### config.mk
export PLATFORM = sky130hd
export DESIGN_NAME = lif_neuron_core
export DESIGN_NICKNAME = d
export VERILOG_FILES = /design/src/rtl/lif_neuron_core.sv
export SDC_FILE = /design/constraint.sdc
export NUM_CORES = 1
export LEC_CHECK = 0
export ABC_AREA = 1
export BUFFER_PORTS_ARGS = -buffer_cell sky130_fd_sc_hd__buf_2
export CAP_MARGIN = 15
export CORE_MARGIN = 3
export CORE_UTILIZATION = 50
export CTS_CLUSTER_DIAMETER = 100
export CTS_CLUSTER_SIZE = 28
export DETAILED_ROUTE_END_ITERATION = 8
export HOLD_SLACK_MARGIN = 0.08
export PLACE_DENSITY_LB_ADDON = 0.25
export SYNTH_ARGS = -nofsm -noshare
export SYNTH_HDL_FRONTEND = slang
export SYNTH_SLANG_ARGS = --single-unit
### constraint.sdc
create_clock -name clk -period 2.7 [get_ports clk]
set_input_delay 0.81 -clock clk [delete_from_list [all_inputs] [get_ports clk]]
set_output_delay 0.81 -clock clk [all_outputs]
set_load 0.02 [all_outputs]
### src/rtl/lif_neuron_core.sv
// rtl/lif_neuron_core.sv - leaky integrate-and-fire neuron core
// Three-state step sequencer: capture input, leak+integrate, threshold check.
module lif_neuron_core #(
  parameter int RESET_MODE = 0,
  parameter int REFR_WIDTH = 4
) (
  input  logic                  clk,
  input  logic                  reset_n,
  input  logic                  enable,
  input  logic [4:0]            input_current,
  input  logic [6:0]            threshold,
  input  logic [2:0]            decay_shift,
  input  logic [REFR_WIDTH-1:0] refractory_period,
  input  logic                  count_clear,
  output logic                  busy,
  output logic                  done,
  output logic                  spike_out,
  output logic [7:0]            membrane_potential,
  output logic [7:0]            spike_count
);

  typedef enum logic [1:0] {IDLE = 2'd0, UPDATE = 2'd1, CHECK = 2'd2} state_t;

  state_t                state, state_nxt;
  logic [4:0]            cur_q;
  logic                  refr_step_q;
  logic [REFR_WIDTH-1:0] refr_cnt;
  logic [7:0]            v_q;
  logic [7:0]            cnt_q;
  logic                  done_q;
  logic                  spike_q;

  logic                  accept;
  logic                  in_refr;
  logic                  fire;
  logic signed [7:0]     v_s;
  logic signed [7:0]     leak;
  logic signed [9:0]     sum;
  logic [7:0]            v_sat;

  assign accept  = (state == IDLE) && enable;
  assign in_refr = (refr_cnt != '0);

  always_ff @(posedge clk or negedge reset_n) begin
    if (!reset_n) state <= IDLE;
    else          state <= state_nxt;
  end

  always_comb begin
    state_nxt = state;
    case (state)
      IDLE:    if (enable) state_nxt = UPDATE;
      UPDATE:  state_nxt = CHECK;
      CHECK:   state_nxt = IDLE;
      default: state_nxt = IDLE;
    endcase
  end

  // A shift of 0 would otherwise leak the whole potential away.
  always_comb begin
    v_s   = $signed(v_q);
    leak  = (decay_shift == 3'd0) ? 8'sd0 : (v_s >>> decay_shift);
    sum   = $signed({{2{v_q[7]}}, v_q}) - $signed({{2{leak[7]}}, leak})
          + $signed({{5{cur_q[4]}}, cur_q});
    v_sat = sum[7:0];
    if (sum > 10'sd127)       v_sat = 8'h7f;
    else if (sum < -10'sd128) v_sat = 8'h80;
  end

  assign fire = (state == CHECK) && !refr_step_q &&
                ($signed(v_q) >= $signed({1'b0, threshold}));

  always_ff @(posedge clk or negedge reset_n) begin
    if (!reset_n) begin
      cur_q       <= '0;
      refr_step_q <= 1'b0;
      refr_cnt    <= '0;
      v_q         <= '0;
      cnt_q       <= '0;
      done_q      <= 1'b0;
      spike_q     <= 1'b0;
    end else begin
      done_q  <= (state == CHECK);
      spike_q <= fire;

      if (accept) begin
        refr_step_q <= in_refr;
        cur_q       <= in_refr ? 5'd0 : input_current;
      end

      if (state == UPDATE)
        v_q <= v_sat;
      else if (fire)
        v_q <= (RESET_MODE == 0) ? 8'd0 : (v_q - {1'b0, threshold});

      if (state == CHECK) begin
        if (refr_step_q) refr_cnt <= refr_cnt - REFR_WIDTH'(1);
        else if (fire)   refr_cnt <= refractory_period;
      end

      // Clear has priority over a coincident spike increment.
      if (count_clear) cnt_q <= '0;
      else if (fire)   cnt_q <= cnt_q + 8'd1;
    end
  end

  assign busy               = (state != IDLE);
  assign done               = done_q;
  assign spike_out          = spike_q;
  assign membrane_potential = v_q;
  assign spike_count        = cnt_q;

endmodule

Word level (Yosys, flattened, before mapping)

Index checks and enable logic that the tools add are counted.

Register bits: 30
Logic and storage cells: 43

Add/subtract/negate cells: 4
Order comparisons: 3
Eq/ne operators: 3
Shift-type cells: 1
Multiplexer cells: 12
Reduce and logical (&&, ||, !) cells: 12

Operators with widths:

| cell                                                         | number |
|---|---|
| 2-to-1 mux 8 bit                                             | 7 |
| adder 9 x 5 -> 10 bit                                        | 1 |
| > comparator 10 x 8 -> 1 bit (second input constant)         | 1 |
| less-than comparator 10 x 8 -> 1 bit (second input constant) | 1 |
| subtractor 8 x 8 -> 9 bit                                    | 1 |
| adder 8 x 1 -> 8 bit (second input constant)                 | 1 |
| >= comparator 8 bit                                          | 1 |
| 2-to-1 mux 4 bit                                             | 2 |
| nonzero test 2 bit                                           | 4 |
| >>> shifter 8 x 3 -> 8 bit                                   | 1 |
| 2-to-1 mux 5 bit                                             | 1 |
| one-hot mux 2 bit (2 select lines)                           | 1 |
| nonzero test 4 bit                                           | 1 |
| subtractor 4 x 1 -> 4 bit (second input constant)            | 1 |
| logical AND 1 bit                                            | 3 |
| zero test 3 bit                                              | 1 |
| == test 2 x 1 -> 1 bit (second input constant)               | 1 |
| == test 2 bit (second input constant)                        | 1 |
| zero test 2 bit                                              | 1 |
| 2-to-1 mux 2 bit                                             | 1 |
| != test 2 bit (second input constant)                        | 1 |
| AND reduction 2 bit                                          | 1 |
| zero test 1 bit                                              | 1 |

Depth between registers and ports, before layout

Gate-level depths: netlist of run 1.

Depth after elaboration: 8
Gate-level depth with buffers: 24
Gate-level depth less buffers: 23

Least setup slack after synthesis of run 1

OpenSTA, ideal clock, no wires.

Path type: input -> register
From: input port decay_shift[0]
To: register v_q[0], in the netlist membrane_potential[0]
Setup time: 0.118 ns
Arrival: 3.429 ns
Required time: 2.582 ns
Path slack: -0.847 ns
Stages: 18
Cells stage by stage: clkbuf_1 -> inv_1 -> nand2_1 -> inv_1 -> a221oi_1 -> o21ai_0 -> fa_1 -> inv_1 -> fa_1 -> nand3b_1 -> nand2_1 -> nand2_1 -> nand3_1 -> nand4_1 -> nand2_4 -> nand2_1 -> nand2_1 -> nand2_1

Longest elaborated chain between the ends: 8
Elaborated cells on any way between the ends: 10
Those cells by class: add/sub: 2; order compare: 2; shift: 1; mux: 4; reduce/logical: 1

RTL lines:

| element                                                              | RTL line | source |
|---|---|---|
| start: declaration                                                   | 12       | `input logic [2:0] decay_shift,` |
| >>> shifter 8 x 3 -> 8 bit / zero test 3 bit (equally long branches) | 62       | `leak = (decay_shift == 3'd0) ? 8'sd0 : (v_s >>> decay_shift);` |
| 2-to-1 mux 8 bit (*)                                                 | 62       |  |
| subtractor 8 x 8 -> 9 bit (*)                                        | 63       | `sum = $signed({{2{v_q[7]}}, v_q}) - $signed({{2{leak[7]}}, leak})` |
| adder 9 x 5 -> 10 bit (*)                                            | 64       | `+ $signed({{5{cur_q[4]}}, cur_q});` |
| less-than comparator 10 x 8 -> 1 bit                                 | 67       | `else if (sum < -10'sd128) v_sat = 8'h80;` |
| 2-to-1 mux 8 bit                                                     | 67       |  |
| 2-to-1 mux 8 bit (*)                                                 | 66       | `if (sum > 10'sd127) v_sat = 8'h7f;` |
| 2-to-1 mux 8 bit (*)                                                 | 91       | `if (state == UPDATE)` |
| end signal: assignment                                               | 92       | `v_q <= v_sat;` |
| end signal: assignment                                               | 94       | `v_q <= (RESET_MODE == 0) ? 8'd0 : (v_q - {1'b0, threshold});` |
| end: declaration                                                     | 28       | `logic [7:0] v_q;` |

Every way passes the cells marked *; elsewhere a longest branch is shown, timed or not.
A chain may end at the register's enable or synchronous reset.

Final worst setup path of run 1

From: input port decay_shift[1]
To: register v_q[5], in the netlist membrane_potential[5]

The elaborated chain is that of the path after synthesis.

==> metrics.yaml, run 1 <==
path_class: "in -> reg"
clk_latency_ns: 0.27
drive_gt1_share_pct: 31.1
grt_pass1_vias: 2632
fin_area_sq_um: 3490
arrival_ns: 3.49
fin_crit_sh_pct: 121
clkTransAtPathRegs_ns: 0.06
wl_met2_microns: 3420
ys_warn_count: 0
antenna_found_initial: 0
vias: 2629
area_growth_pct: 36.2
violations: "negative setup slack"
overflow: 0
max_clock_freq_ghz: 0.306
core-area_sq_um: 4850
drc_errors: 0
place.gp.congestion: 0.915
initial_utilization_pct: 52.9
run_status: "complete, but fails checks"
yosysSeqAreaShare_pct: 29.3
synth_cell_types: 31
holdWs_ns: 0.523
final_hold_viol_count: 0
maxSlewViolCount: 0
syn-mean-instance-area_sq_um: 6.99
setup_ws_ns: -0.571
grt_max_degree: 31
layout_commonest_cell: "nand2_1"
finClkSkew_ns: 0.00581
syn_inst: 367
synth_fp_nets: 418
crit_fanout: 7
final_core_util_pct: 72.0
wl_met3_microns: 345
maxCapViolCount: 0
n_fill_cell: 368
syn_area_sq_um: 2560
fp.dieArea_sq_um: 6020
worst_pin_slew_ns: 0.662
final_cell_mix: "nand2_1 (103), inv_1 (61), buf_2 (38), buf_4 (36)"
num_io_pins: 42
synth-edff-count: 0
cts_sinks: 30
final-seq-area_sq_um: 751
dpl.hpwl_microns: 5020
start_kind: "input port"
ant_nets: 0
nNetsFinal: 501
cts_tree: "done"
wl_met1_microns: 2800
hold_buffers: 0
rows: 25
setup_tns_ns: -4.31
viasPerCell: 5.09
synthFlopType: "dfrtp_1"
dr.max_layer_used: "met4"
rr_worst_depth: 20
required_ns: 2.91
port_buffers: 41
whs_path_depth: 2
async_reset_ff_share_pct: 100
grt_usage_pct: 23.5
dieHeight_microns: 77.6
ctsRootBufferMaster: "clkbuf_8"
die_w_microns: 77.6
hp-class: "reg -> reg"
end_kind: "flip-flop"
multi_input_area_sq_um: 1710
grt_first_pass_wirelength_microns: 11400
wl_per_cell_microns: 13.3
max_slew_margin_pct: 55.8
finalSetupViolCount: 8
ys_ff_latch: 30
postPlaceCellArea_sq_um: 3150
cts_inserted_buffers: 5
clockBufferDepth: 2
first_pass_iters: 4
wirelength_microns: 6860
rsz0062_at_grt: "true"
dr.first_iter.drc_count: 158
fin_crit_ns: 3.27
diodes: 0
htree_levels: 2
cell usage after synthesis (3+ instances only):
master    number  area share [%]
nand2_1      111              16
inv_1         67             9.8
nand3_1       31             6.1
dfrtp_1       30              29
ha_1          21              10
o21ai_0       19             3.7
nor2_1        17             2.5
a21oi_1       12             2.3
fa_1           7             5.5
nand2_2        7             1.7
xor2_1         6             2.0
o21a_1         4             1.2
xnor2_1        4             1.4
a31oi_1        3            0.73
clkinv_1       3            0.44
nand3_2        3             1.2
nand4_1        3            0.73
nor3_1         3            0.59
kinds of logic (layout without fill, tap and decap cells):
| group | after synthesis | after routing | synth area share (%) |
|---|---|---|---|
| fa+ha+maj | 28 | 28 | 15.7 |
| xor+xnor | 10 | 10 | 3.42 |
| buf+inv | 76 | 159 | 11.4 |
| simple gates | 180 | 180 | 30.6 |
| compound gates | 43 | 43 | 9.52 |
| flops | 30 | 30 | 29.3 |
repair_timing:
action,4_1_cts,5_1_grt
buffers inserted,3,2
cloned,1,0
resized for setup,33,10
endpoints found under the setup margin,8,8
pin swaps,17,11
routing by layer:
layer | up-vias | global-route usage [%]
li1 | 1317 | -
met1 | 1190 | 26.9
met2 | 95 | 42.1
met3 | 27 | 3.60
met4 | 0 | 12.1
met5 | - | 0
state kept, by name (all words and copies together), names as in the netlist:
register,flops
refr_step_q,1
refr_cnt,4
membrane_potential,8
spike_out,1
state,2
cur_q,5
spike_count,8
done,1
worst max-delay path: stages:
cell and delay [ns]:
buf_6 0.11, inv_2 0.08, nor2_2 0.06, a221oi_2 0.29
o21ai_2 0.14, fa_1 0.62, inv_2 0.05, fa_2 0.34
nand3b_1 0.19, nand2_2 0.12, nand2_4 0.07, nand2_2 0.08
nand2_2 0.06, nand2_1 0.06, nand2_1 0.06, nand2_2 0.11
nand2_1 0.07, nand2_1 0.06, nand2_1 0.04, nand2_1 0.05
final cells by class:
cell class	instances	area share, %
multi-input combinational	261	49.1
sequential	30	21.5
timing repair buffer	80	15.8
inverter	72	7.96
tap	67	2.40
clock buffer	6	2.37
clock inverter	1	0.860
stage by stage:
stage	worst slack, ns	std cells
floorplan	-0.508	367
global placement	-0.821	504
detailed placement	-0.905	504
CTS	-0.405	515
global route	-0.677	517
finish	-0.571	517
path summary, 6_finish.rpt:
kind / from / to / slack [ns]
worst max-delay path: decay_shift[1] / membrane_potential[5] / -0.57
worst min-delay path: refr_cnt[1] / refr_cnt[1] / 0.52
worst max register to register: membrane_potential[4] / membrane_potential[5] / -0.38
worst min register to register: refr_cnt[1] / refr_cnt[1] / 0.52
max in group asynchronous: reset_n / membrane_potential[2] / 1.71
min in group asynchronous: reset_n / spike_count[1] / 0.56
Power of run 1 is left out: the tool's default activity adds up to more than one toggle a clock period on the data nets, which glitch-free logic cannot reach.
==> run 2: changes to the inputs <==
--- a/config.mk
+++ b/config.mk
@@ -15,6 +15,7 @@
 export DETAILED_ROUTE_END_ITERATION = 8
 export HOLD_SLACK_MARGIN = 0.08
 export PLACE_DENSITY_LB_ADDON = 0.25
+export REMOVE_ABC_BUFFERS = 1
 export SYNTH_ARGS = -nofsm -noshare
 export SYNTH_HDL_FRONTEND = slang
 export SYNTH_SLANG_ARGS = --single-unit
==> run 2 against run 1 <==
  * Critical endpoint is now membrane_potential[2]
  * Largest cell class unchanged
  * Final cell count is 0.97% higher
  * Via count is 1.3% higher
  * The run still ends with negative setup slack left
  * Core utilization increased by 1.3 points
==> metrics.yaml, run 2 (same netlist as run 1, synthesis figures left out) <==
clockBufferDepth: 2  # unchanged
r2r-start: "membrane_potential[6]"
setup_ws_ns: -0.434  # +0.138 ns
overflow: 0  # unchanged
wl_per_cell_microns: 13.3  # +0.51%
ctsRootBufferMaster: "clkbuf_8"
reg2reg_to: "membrane_potential[2]"
rr_worst_depth: 21  # +5.0%
ant_nets: 0  # unchanged
grt_first_pass_wirelength_microns: 11900  # +4.2%
htree_levels: 2  # unchanged
cts_sinks: 30  # unchanged
final_cell_mix: "nand2_1 (100), inv_1 (59), buf_4 (40), buf_2 (38)"
clk_latency_ns: 0.27  # about the same
grt_usage_pct: 24.4  # +0.80 points
drc_errors: 0  # unchanged
layout_commonest_cell: "nand2_1"
drive_gt1_share_pct: 34.1  # +3.0 points
maxSlewViolCount: 0  # unchanged
dpl.hpwl_microns: 5000  # -0.36%
vias: 2664  # +1.3%
hp-start: "state[0]"
dr.first_iter.drc_count: 98  # -38%
worstPathCellList: "buf_12, nand2_1, o21ai_1, o21ai_2, nand2_1, a21oi_2, fa_1, inv_2, ha_4, nand2_1, nand2_1, a21oi_2, buf_4, nand3_2, nand2_1, nand2_2, nand2_4, nand2_2, nand2_1, nand2_1, nand2_1"
cts_inserted_buffers: 5  # unchanged
place.gp.congestion: 0.894  # -2.2%
crit_top_cell: "nand2_1"
final_hold_viol_count: 0  # unchanged
end_kind: "flip-flop"
grt_max_degree: 31  # unchanged
port_buffers: 41  # unchanged
rsz0062_at_grt: "true"
wirelength_microns: 6970  # +1.5%
reg2reg_slack_ns: -0.31  # +0.07 ns
nNetsFinal: 505  # +0.80%
clkTransAtPathRegs_ns: 0.06  # about the same
antenna_found_initial: 0  # unchanged
hold_end: "done"
place_ws_ns: -0.942  # -0.0372 ns
fin_crit_ns: 3.13  # -0.138 ns
crit_fanout: 7  # unchanged
arrival_ns: 3.34  # -0.15 ns
core-area_sq_um: 4850  # unchanged
start_kind: "input port"
finalSetupViolCount: 8  # unchanged
fp.dieArea_sq_um: 6020  # unchanged
diodes: 0  # unchanged
initial_utilization_pct: 52.9  # unchanged
max_clock_freq_ghz: 0.319  # +4.4%
hold_buffers: 0  # unchanged
finClkSkew_ns: 0.00375  # -0.00207 ns
fin_crit_sh_pct: 116  # -5.1 points
cts_tree: "done"
grt_pass1_vias: 2773  # +5.4%
violations: "negative setup slack"
viasPerCell: 5.10  # +0.36%
path_class: "in -> reg"
max_slew_margin_pct: 55.7  # -0.17 points
die_w_microns: 77.6  # unchanged
first_pass_iters: 4  # unchanged
area_growth_pct: 38.6
critPathMaxStageDelay_ns: 0.43  # -0.19 ns
worst_pin_slew_ns: 0.665  # +0.00261 ns
hp-class: "reg -> reg"
cpMaxStageDelayCell: "fa_1"
run_status: "complete, but fails checks"
n_fill_cell: 369  # +0.27%
dieHeight_microns: 77.6  # unchanged
whs_path_depth: 1  # -1
required_ns: 2.91  # about the same
maxCapViolCount: 0  # unchanged
rows: 25  # unchanged
num_io_pins: 42  # unchanged
-- run 2: layer usage --
layer | vias to the layer above | wire length, microns | GRT usage, %
met5 | - | 0 | 0
met4 | 0 | 230 | 10.5
met3 | 17 | 269 | 2.78
met2 | 74 | 3470 | 42.6
met1 | 1252 | 3000 | 30.1
li1 | 1321 | - | -
-- run 2: area by class of cell --
type | count | area, sq um | share of cell area (%)
clock buffers | 8 | 110 | 3.10
inverters | 72 | 274 | 7.71
multi-input cells | 261 | 1750 | 49.2
flip-flops and latches | 30 | 751 | 21.1
well taps | 67 | 83.8 | 2.36
repair buffers | 84 | 587 | 16.5
-- run 2: worst max path at each step --
| stage | cells past startpoint | startpoint | endpoint |
|---|---|---|---|
| finish | 21 | decay_shift[0] | membrane_potential[2] |
| global route | 21 | decay_shift[0] | membrane_potential[2] |
| CTS | 20 | decay_shift[0] | membrane_potential[2] |
| detailed placement | 17 | decay_shift[0] | membrane_potential[2] |
| global placement | 21 | decay_shift[0] | membrane_potential[4] |
| floorplan | 17 | decay_shift[1] | membrane_potential[0] |
-- run 2: repair_timing --
| item | CTS | global route |
|---|---|---|
| setup buffers | 4 | 0 |
| resized for setup | 54 | 23 |
| pin swaps | 25 | 16 |
| cloned | 1 | 0 |
| setup endpoints to repair | 8 | 8 |
-- run 2: per-stage QoR --
step	util, %	instance area [sq um]	TNS (ns)	hold WS [ns]	instances
6_report	73.3	3550	-3.19	0.529	522
2_1_floorplan	-	2540	-4.08	0.476	363
3_3_place_gp	64.3	3120	-6.81	0.494	509
4_1_cts	71.5	3470	-2.78	0.522	522
3_5_place_dp	64.3	3120	-7.29	0.507	509
5_1_grt	73.3	3550	-4.61	0.574	522
-- run 2: critical path, delay by kind of cell --
kind                       cells  cell delay (ns)
AOI/OAI and AO/OA              4             0.64
adders and majority gates      2             0.64
buffers and inverters          3             0.34
and+or+nand+nor               12             0.90
Power of run 2 is left out for the same reason.
==> run 3: changes to the inputs <==
--- a/config.mk
+++ b/config.mk
@@ -9,7 +9,7 @@
 export BUFFER_PORTS_ARGS = -buffer_cell sky130_fd_sc_hd__buf_2
 export CAP_MARGIN = 15
 export CORE_MARGIN = 3
-export CORE_UTILIZATION = 50
+export CORE_UTILIZATION = 52
 export CTS_CLUSTER_DIAMETER = 100
 export CTS_CLUSTER_SIZE = 28
 export DETAILED_ROUTE_END_ITERATION = 8
==> run 3 against run 2 <==
  * The run still ends with negative setup slack left
  * Routed wire length increased by 8.1%
  * Register-to-register slack got worse by 0.19 ns
  * Fmax decreased by 5.0%
  * Highest routed layer unchanged
  * Global-route usage increased by 0.58 points
  * Core utilization increased by 5.0 points
  * Critical path depth decreased by 1
  * Clock skew increased by 0.0034 ns
  * Critical endpoint is now membrane_potential[4]
  * Critical path type unchanged
==> metrics.yaml, run 3 (same netlist as run 1, synthesis figures left out) <==
run_status: "complete, but fails checks"
violations: "negative setup slack"
holdWs_ns: 0.543  # +0.0135 ns
htree_levels: 2  # unchanged
grt_max_degree: 31  # unchanged
overflow: 0  # unchanged
core-area_sq_um: 4560  # -5.9%
wirelength_microns: 7530  # +8.1%
fp.dieArea_sq_um: 5810  # -3.6%
layout_commonest_cell: "nand2_1"
final_core_util_pct: 78.3  # +5.0 points
fin_area_sq_um: 3570  # +0.56%
cpMaxStageDelayCell: "fa_1"
clk_latency_ns: 0.28  # about the same
port_buffers: 41  # unchanged
drc_errors: 0  # unchanged
final_cell_mix: "nand2_1 (95), inv_1 (63), buf_4 (39), buf_2 (38)"
crit_fanout: 7  # unchanged
finalSetupViolCount: 8  # unchanged
drive_gt1_share_pct: 34.4  # +0.30 points
cp_top_family: "simple AND/OR/NAND/NOR gates"
diodes: 0  # unchanged
setup_ws_ns: -0.599  # -0.166 ns
max_clock_freq_ghz: 0.303  # -5.0%
viasPerCell: 5.18  # +1.6%
arrival_ns: 3.52  # +0.18 ns
clkTransAtPathRegs_ns: 0.07  # about the same
fin_crit_ns: 3.30  # +0.166 ns
cts_sinks: 30  # unchanged
dieHeight_microns: 76.2  # -1.8%
wl_per_cell_microns: 14.5  # +8.7%
hp-class: "reg -> reg"
cp_num_buf_inv: 2  # -1
area_growth_pct: 39.3
nNetsFinal: 504  # -0.20%
worst_pin_slew_ns: 0.683  # +0.0177 ns
num_io_pins: 42  # unchanged
cts_inserted_buffers: 5  # unchanged
critPathMaxStageDelay_ns: 0.57  # +0.14 ns
grt_usage_pct: 24.9  # +0.58 points
place.gp.congestion: 0.929  # +3.9%
hold_buffers: 0  # unchanged
ant_nets: 0  # unchanged
maxCapViolCount: 0  # unchanged
end_kind: "flip-flop"
cts_tree: "done"
postPlaceCellArea_sq_um: 3110  # about the same
n_fill_cell: 327  # -11%
required_ns: 2.92  # about the same
dr.first_iter.drc_count: 154  # +57%
antenna_found_initial: 0  # unchanged
dpl.hpwl_microns: 5050  # +0.93%
ctsRootBufferMaster: "clkbuf_8"
die_w_microns: 76.2  # -1.8%
grt_first_pass_wirelength_microns: 11800  # -0.76%
initial_utilization_pct: 56.2  # +3.3 points
grt_pass1_vias: 2653  # -4.3%
rows: 24  # -4.0%
finClkSkew_ns: 0.00711  # +0.00336 ns
vias: 2690  # +0.98%
fin_crit_sh_pct: 122  # +6.1 points
start_kind: "input port"
path_class: "in -> reg"
final_hold_viol_count: 0  # unchanged
max_slew_margin_pct: 54.5  # -1.2 points
crit_top_cell: "nand2_2"
worstPathCellList: "buf_12, nand2_1, o21ai_1, o21ai_2, o21ai_2, fa_1, inv_2, fa_2, nand3b_1, nand2_2, nand2_2, nand2_2, nand2_2, nand2_2, nand2_2, nand2_4, nand2_1, nand2_1, nand2_1, nand2_1"
clockBufferDepth: 2  # unchanged
first_pass_iters: 7  # +3
rsz0062_at_grt: "true"
maxSlewViolCount: 0  # unchanged
[run 3: cell count changes in the layout (fill, tap and decap cells not counted), sizes merged]
| cell | previous run | this run |
|---|---|---|
| clkbuf | 8 | 7 |
| inv | 69 | 70 |
| buf | 84 | 83 |
[run 3: worst reg2reg max path, cell delays in order (launching register included)]
cell and delay, ns:
dfrtp_1 0.45, inv_1 0.10, nand2_1 0.08, o21ai_1 0.11
o21ai_2 0.24, o21ai_2 0.13, fa_1 0.57, inv_2 0.06
fa_2 0.39, nand3b_1 0.18, nand2_2 0.12, nand2_2 0.08
nand2_2 0.06, nand2_2 0.06, nand2_2 0.06, nand2_2 0.07
nand2_4 0.11, nand2_1 0.07, nand2_1 0.09, nand2_1 0.06
nand2_1 0.07
[run 3: final cells by class]
| class | count | area [sq um] | area share, % |
|---|---|---|---|
| inverter | 72 | 275 | 7.71 |
| clock inverter | 1 | 5.00 | 0.140 |
| clock buffer | 7 | 86.3 | 2.42 |
| tap | 65 | 81.3 | 2.28 |
| multi-input combinational | 261 | 1790 | 50.1 |
| timing repair buffer | 83 | 583 | 16.3 |
| sequential | 30 | 751 | 21.0 |
[run 3: what timing repair did]
| action | CTS | global route |
|---|---|---|
| buffers inserted | 2 | 1 |
| hold endpoints to repair | 0 | 0 |
| gates cloned | 1 | 0 |
| setup endpoints to repair | 8 | 8 |
| gates resized for setup | 59 | 27 |
| pin swaps | 24 | 26 |
[run 3: worst paths after layout]
check	from	end	slack [ns]	depth (start not counted)
worst max-delay path	decay_shift[0]	membrane_potential[4]	-0.60	20
worst min-delay path	refr_cnt[1]	refr_cnt[1]	0.54	2
worst max register to register	membrane_potential[6]	membrane_potential[4]	-0.50	20
worst min register to register	refr_cnt[1]	refr_cnt[1]	0.54	2
max in group asynchronous	reset_n	membrane_potential[5]	1.70	1
min in group asynchronous	reset_n	refr_cnt[0]	0.56	1
[run 3: layer usage]
| layer | part of all wire, % | vias up | track usage [%] | wire length (microns) |
|---|---|---|---|---|
| met5 | 0 | - | 0 | 0 |
| met4 | 3.7 | 0 | 11.2 | 277 |
| met3 | 4.6 | 25 | 3.78 | 347 |
| met2 | 51 | 89 | 45.0 | 3810 |
| met1 | 41 | 1251 | 29.0 | 3090 |
| li1 | - | 1325 | - | - |
[run 3: metrics by stage]
stage	cells	worst slack, ns	TNS (ns)
3_3_place_gp	507	-0.907	-6.95
3_5_place_dp	507	-1.02	-7.87
6_report	519	-0.599	-4.18
5_1_grt	519	-0.736	-5.28
4_1_cts	518	-0.419	-2.99
2_1_floorplan	363	-0.553	-4.08
Power of run 3 is left out for the same reason.
